`src/rtl/neuron_mac_pkg.sv`:
```
// Shared definitions for the neuron MAC datapath.
//   state_e    : FSM state encoding (idle, multiply-accumulate, finish)
//   DefaultF   : default number of fractional bits
//   sat_max/min: saturation limits of an n-bit signed value, sign-extended to 128 bits
//   acc_width  : accumulator width that cannot overflow for m products plus the bias
package neuron_mac_pkg;

  typedef enum logic [1:0] {
    StIdle = 2'd0,
    StMac  = 2'd1,
    StFin  = 2'd2
  } state_e;

  localparam int unsigned DefaultF = 24;

  function automatic logic signed [127:0] sat_max(input int unsigned n);
    return (128'sd1 <<< (n - 1)) - 128'sd1;
  endfunction

  function automatic logic signed [127:0] sat_min(input int unsigned n);
    return -(128'sd1 <<< (n - 1));
  endfunction

  // m full-precision products of 2n bits need clog2(m) growth bits; one more covers the bias.
  function automatic int unsigned acc_width(input int unsigned n, input int unsigned m);
    return 2 * n + $clog2(m) + 1;
  endfunction

endpackage

```
`src/rtl/neuron_mac_fixed_sat.sv`:
```
// Fixed-point output stage: arithmetic shift right by F (floor), saturate to n bits,
// then optional ReLU. Purely combinational.
//   din     in  W  wide signed value with F fractional bits
//   relu_en in  1  clamp negative results to zero
//   y       out n  saturated / rectified result
//   ovf     out 1  saturation occurred (independent of ReLU)
module neuron_mac_fixed_sat
  import neuron_mac_pkg::*;
#(
  parameter int unsigned W = 67,
  parameter int unsigned n = 32,
  parameter int unsigned F = DefaultF
) (
  input  logic signed [W-1:0] din,
  input  logic                relu_en,
  output logic [n-1:0]        y,
  output logic                ovf
);

  localparam logic signed [127:0] MaxL = sat_max(n);
  localparam logic signed [127:0] MinL = sat_min(n);
  localparam logic signed [W-1:0] MaxW = MaxL[W-1:0];
  localparam logic signed [W-1:0] MinW = MinL[W-1:0];

  logic signed [W-1:0] t;
  assign t = din >>> F;

  always_comb begin
    y   = t[n-1:0];
    ovf = 1'b0;
    if (t > MaxW) begin
      y   = MaxW[n-1:0];
      ovf = 1'b1;
    end else if (t < MinW) begin
      y   = MinW[n-1:0];
      ovf = 1'b1;
    end
    // ovf reports saturation even when ReLU then zeroes the value
    if (relu_en && y[n-1]) begin
      y = '0;
    end
  end

endmodule

```
`src/rtl/neuron_mac.sv`:
```
// Single neuron: y = sat((sum x[i]*w[i]) + b), optional ReLU, one shared multiplier.
// Operands are captured on start so the upstream shift register may keep shifting.
//   clk     in  1    clock
//   rst     in  1    asynchronous active-low reset
//   start   in  1    begin a computation (honoured only when idle)
//   x, w    in  m*n  packed vectors, element i at [i*n +: n]
//   b       in  n    bias
//   relu_en in  1    apply ReLU, captured with start
//   busy    out 1    computation in progress
//   done    out 1    one-cycle pulse when y/ovf update
//   y       out n    result, held until next done
//   ovf     out 1    result saturated, held with y
module neuron_mac
  import neuron_mac_pkg::*;
#(
  parameter int unsigned m = 4,
  parameter int unsigned n = 32,
  parameter int unsigned F = DefaultF
) (
  input  logic           clk,
  input  logic           rst,
  input  logic           start,
  input  logic [m*n-1:0] x,
  input  logic [m*n-1:0] w,
  input  logic [n-1:0]   b,
  input  logic           relu_en,
  output logic           busy,
  output logic           done,
  output logic [n-1:0]   y,
  output logic           ovf
);

  localparam int unsigned AccW = acc_width(n, m);
  localparam int unsigned IdxW = (m > 1) ? $clog2(m) : 1;
  localparam logic [IdxW-1:0] IdxLast = IdxW'(m - 1);

  state_e                state_q, state_d;
  logic [m*n-1:0]        xr_q, xr_d, wr_q, wr_d;
  logic [n-1:0]          br_q, br_d;
  logic                  relu_q, relu_d;
  logic signed [AccW-1:0] acc_q, acc_d;
  logic [IdxW-1:0]       idx_q, idx_d;
  logic                  done_q, done_d;
  logic [n-1:0]          y_q, y_d;
  logic                  ovf_q, ovf_d;

  // Shared multiplier: one element pair per MAC cycle
  logic signed [n-1:0]    xe, we;
  logic signed [2*n-1:0]  prod;
  logic signed [AccW-1:0] prod_ext;
  assign xe       = xr_q[idx_q*n +: n];
  assign we       = wr_q[idx_q*n +: n];
  assign prod     = xe * we;
  assign prod_ext = {{(AccW-2*n){prod[2*n-1]}}, prod};

  // Bias aligned to the product scale (2F fractional bits) before the final shift
  logic signed [AccW-1:0] bias_ext, sum;
  assign bias_ext = {{(AccW-n){br_q[n-1]}}, br_q};
  assign sum      = acc_q + (bias_ext <<< F);

  logic [n-1:0] y_sat;
  logic         ovf_sat;

  neuron_mac_fixed_sat #(
    .W (AccW),
    .n (n),
    .F (F)
  ) u_fixed_sat (
    .din     (sum),
    .relu_en (relu_q),
    .y       (y_sat),
    .ovf     (ovf_sat)
  );

  always_comb begin
    state_d = state_q;
    xr_d    = xr_q;
    wr_d    = wr_q;
    br_d    = br_q;
    relu_d  = relu_q;
    acc_d   = acc_q;
    idx_d   = idx_q;
    done_d  = 1'b0;
    y_d     = y_q;
    ovf_d   = ovf_q;
    unique case (state_q)
      StIdle: begin
        if (start) begin
          xr_d    = x;
          wr_d    = w;
          br_d    = b;
          relu_d  = relu_en;
          acc_d   = '0;
          idx_d   = '0;
          state_d = StMac;
        end
      end
      StMac: begin
        acc_d = acc_q + prod_ext;
        idx_d = idx_q + IdxW'(1);
        if (idx_q == IdxLast) begin
          state_d = StFin;
        end
      end
      StFin: begin
        y_d     = y_sat;
        ovf_d   = ovf_sat;
        done_d  = 1'b1;
        state_d = StIdle;
      end
      default: state_d = StIdle;
    endcase
  end

  always_ff @(posedge clk or negedge rst) begin
    if (!rst) begin
      state_q <= StIdle;
      xr_q    <= '0;
      wr_q    <= '0;
      br_q    <= '0;
      relu_q  <= 1'b0;
      acc_q   <= '0;
      idx_q   <= '0;
      done_q  <= 1'b0;
      y_q     <= '0;
      ovf_q   <= 1'b0;
    end else begin
      state_q <= state_d;
      xr_q    <= xr_d;
      wr_q    <= wr_d;
      br_q    <= br_d;
      relu_q  <= relu_d;
      acc_q   <= acc_d;
      idx_q   <= idx_d;
      done_q  <= done_d;
      y_q     <= y_d;
      ovf_q   <= ovf_d;
    end
  end

  assign busy = (state_q != StIdle);
  assign done = done_q;
  assign y    = y_q;
  assign ovf  = ovf_q;

endmodule

```
`config.mk`:
```
export PLATFORM = sky130hd
export DESIGN_NAME = neuron_mac
export DESIGN_NICKNAME = d
export VERILOG_FILES = /design/src/rtl/neuron_mac_pkg.sv /design/src/rtl/neuron_mac_fixed_sat.sv /design/src/rtl/neuron_mac.sv
export SDC_FILE = /design/constraint.sdc
export NUM_CORES = 2
export LEC_CHECK = 0
export ABC_AREA = 1
export BUFFER_PORTS_ARGS = -buffer_cell sky130_fd_sc_hd__buf_2
export CORE_ASPECT_RATIO = 0.7
export CORE_MARGIN = 10
export CORE_UTILIZATION = 65
export CTS_BUF_LIST = sky130_fd_sc_hd__clkbuf_16
export CTS_CLUSTER_DIAMETER = 30
export CTS_CLUSTER_SIZE = 8
export DETAILED_ROUTE_END_ITERATION = 16
export GPL_TIMING_DRIVEN = 0
export HOLD_SLACK_MARGIN = 0.15
export PLACE_DENSITY = 0.82
export SLEW_MARGIN = 0
export SYNTH_ARGS = -nofsm -noshare
export SYNTH_HDL_FRONTEND = slang
export SYNTH_HIERARCHICAL = 1
export SYNTH_SLANG_ARGS = --single-unit
```
`constraint.sdc`:
```
create_clock -name clk -period 10.1 [get_ports clk]
set_input_delay 2.02 -clock clk [delete_from_list [all_inputs] [get_ports clk]]
set_output_delay 2.02 -clock clk [all_outputs]
set_load 0.05 [all_outputs]
```
==> key figures <==
STA
  • Fin. Hold Viols: 0
  • Tmin final: roughly 10 ns
  • Slew headroom: -5.72%
  • Final WS setup: roughly 0.13 ns
  • Period utilization: a little over nine tenths
  • Fin. max-slew vios: 3
  • Worst Skew: 0.0597 ns
  • RSZ-0062 raised after global routing: no
  • F_max: 0.100 GHz
  • Slew @ Worst Pin: roughly 1.6 ns
  • Endpoints failing setup: 0

Yosys
  • Mux contribution to synthesized area: 0%
  • Post-synthesis sequential area ratio: between 10% and 20%
  • Number of synthesized flops with an enable pin: 0
  • #FFs+latches synth: 394
  • Primary FF master, synth: dfrtp_1
  • Mapped cell area: 63000 um2
  • XOR/XNOR Fraction of Synth Area: 0.612%
  • Main combinational cell family by area after synthesis: adder cells
  • Leading post-synthesis cells by cell area: fa_1, dfrtp_1, nand2_1
  • Unique masters post-synth: 48
  • Compound-Gate Fraction of Synth Area: 4.84%
  • Mapped Nets: around 9600
  • Top cells by count, synth: nand2_1, inv_1, fa_1
  • Synth Area in Simple Gates: 21.2%
  • Largest area contributor in the netlist: fa_1
  • Synth Area in Adders: 44.8%
  • Top-count cell post-synth: nand2_1
  • Mapped Cells: between 7000 and 8000
  • Yosys Warn Count: 6
  • Syn Area/Cell: 8.05 um2
  • Top cell type's share of synthesized area: about two fifths
  • FFs w/ async S/R, synth: 100%

CTS
  • Clock buffer depth: 3
  • TritonCTS sink count: between 300 and 400
  • Worst-path clk slew: approximately 0.050 ns
  • Number of CTS-inserted buffers: 57
  • CTS Root Cell: clkbuf_16
  • Hold_buf cts: 0
  • H-Tree Depth: 2
  • Clk_lat worst skew: roughly 0.67 ns
  • TritonCTS clock tree: done

Critical path
  • Largest stage delay, worst path: 1.17 ns
  • Crit start category: register
  • CP endpoint kind: register
  • CP most frequent cell: fa_1
  • Slowest stage cell on the critical path: a32oi_1
  • Crit Path Class: register to register
  • Data arrival, critical path: about 10 ns
  • Crit Path Max Fanout: 10
  • Reg-to-reg critical path startpoint: idx_q[1]$_DFFE_PN0P_
  • Setup crit start: idx_q[1]$_DFFE_PN0P_
  • Worst Path Required: 10.60 ns

Flow run
  • Max Cap Violations: 0

Floorplanning
  • Num ports: approximately 330
  • Starting density of the core: around 66%
  • CORE AREA: between 90000 and 100000 um2
  • Die Area: 110000 um2
  • Die height: about 280 um
  • Die span in x: a little under 400 um
  • Row count: between 90 and 100

GRT
  • GR Overflow Total: 0
  • Vias in the first global route: about 56000
  • GRT Total Usage: roughly 44%
  • Initial antenna violation count: 9
  • Largest net degree at the start of global routing: around 120
  • First-pass GRT wire length: 355 mm

Finish
  • Area grow syn2layout: 7.96%
  • Nets@finish: 10024
  • Share of post-route cells with drive strength above 1: 9.17%
  • Util after Layout: 70.8%
  • Fill cells: around 7700

Placement
  • IO buf count: 326
  • DP HPWL: slightly above 200 mm
  • GPL Wtd Cong: around 1.1
  • Worst slack, placed: between 0.15 and 0.2 ns

Drt
  • Final ANT Viol Nets: 0
  • Drt pass-1 iters: 10
  • DRT met1 WL: roughly 86 mm
  • Metal3 WL: approximately 45 mm
  • Drt wl/cell: 25.3 um
  • WL final: approximately 240 mm
  • Via count: roughly 57000
  • Drt drc: 0
  • Via density: about 6
  • Met2 wire len: 93.0 mm
  • Top Metal Used: met5
  • 1st-iter DRT viols: 8103

Outcome
  • Failing checks: slew limit
  • Status: finished, violations left

Min path
  • Worst hold start: y[12]$_DFFE_PN0P_
  • HP Class: register to register
[stage by stage]
step                      hold slack [ns]  TNS (ns)  cell area, um2  cells
final                               0.465         0           68000   9498
after global placement              0.452   -268.90           66200   9413
after detailed placement            0.453         0           66400   9422
after global routing                0.486         0           68000   9495
after CTS                           0.465         0           68000   9490
after floorplan                     0.449         0           63000   7826
[metal layers]
metal / global-route usage [%] / vias to the layer above
li1: - / 23499
met4: 20.8 / 24
met2: 58.4 / 4629
met3: 23.9 / 899
met1: 57.7 / 27495
met5: 6.22 / -
[registers in the layout, indices dropped and copies added, names as in the netlist, 2 cells and up]
| signal | cells |
|---|---|
| acc_q | 67 |
| br_q | 32 |
| idx_q | 2 |
| state_q | 2 |
| wr_q | 128 |
| xr_q | 128 |
| y | 32 |
[worst max-delay path, delay by kind of cell, from the launching register on]
| family | cells | cell delay, ns |
|---|---|---|
| buffers and inverters | 9 | 1.61 |
| AO/OA/AOI/OAI | 2 | 1.25 |
| flip-flops | 1 | 0.39 |
| AND/OR/NAND/NOR | 11 | 1.69 |
| adder cells (fa/ha/maj) | 9 | 4.90 |
[kinds of logic (layout without fill, tap and decap cells)]
kind of cell | count (synthesis) | in the layout
and+or+nand+nor | 3433 | 3433
buffers and inverters | 2037 | 2441
adders and majority gates | 1511 | 1511
AOI/OAI and AO/OA | 407 | 407
DFF | 394 | 394
xor gates and xnor gates | 44 | 44
other | 0 | 7
[layout by cell type, fill, tap and decap left out, types with 25 or more instances in the layout]
cell type / n
nand4_1: 30
buf_2: 487
nor2_1: 691
clkbuf_1: 78
inv_2: 52
a32oi_1: 25
a21oi_2: 30
a21oi_1: 177
clkbuf_16: 57
nand3_1: 135
inv_1: 1696
nand2_1: 2495
dfrtp_1: 394
fa_1: 1242
o21ai_0: 84
ha_1: 267
[layout make-up]
| type | instances | area, um2 | share of cell area, % |
|---|---|---|---|
| diodes | 7 | 17.5 | 0.0258 |
| plain buffers | 289 | 1520 | 2.23 |
| clock buffers | 57 | 1430 | 2.10 |
| clock inverters | 11 | 154 | 0.226 |
| inverters | 1748 | 6570 | 9.65 |
| multi-input cells | 5395 | 45100 | 66.3 |
| flip-flops and latches | 394 | 9860 | 14.5 |
| well taps | 1261 | 1580 | 2.32 |
| repair buffers | 336 | 1820 | 2.68 |
[timing repair]
action                                  CTS  global route
endpoints found under the setup margin    0            14
gates resized for setup                   0             8
buffers inserted                          0             1
[worst paths after layout]
kind / slack (ns) / cells after the start / end
setup / recovery: 0.13 / 31 / acc_q[59]$_DFFE_PN0P_
hold / removal: 0.46 / 2 / y[12]$_DFFE_PN0P_
setup reg to reg: 0.13 / 31 / acc_q[59]$_DFFE_PN0P_
hold reg to reg: 0.46 / 2 / y[12]$_DFFE_PN0P_
max in group asynchronous: 7.24 / 3 / br_q[25]$_DFFE_PN0P_
min in group asynchronous: 1.24 / 1 / wr_q[27]$_DFFE_PN0P_
Power is not shown: default switching activity piles up to over one toggle a cycle in this logic, so the estimate is an artifact.
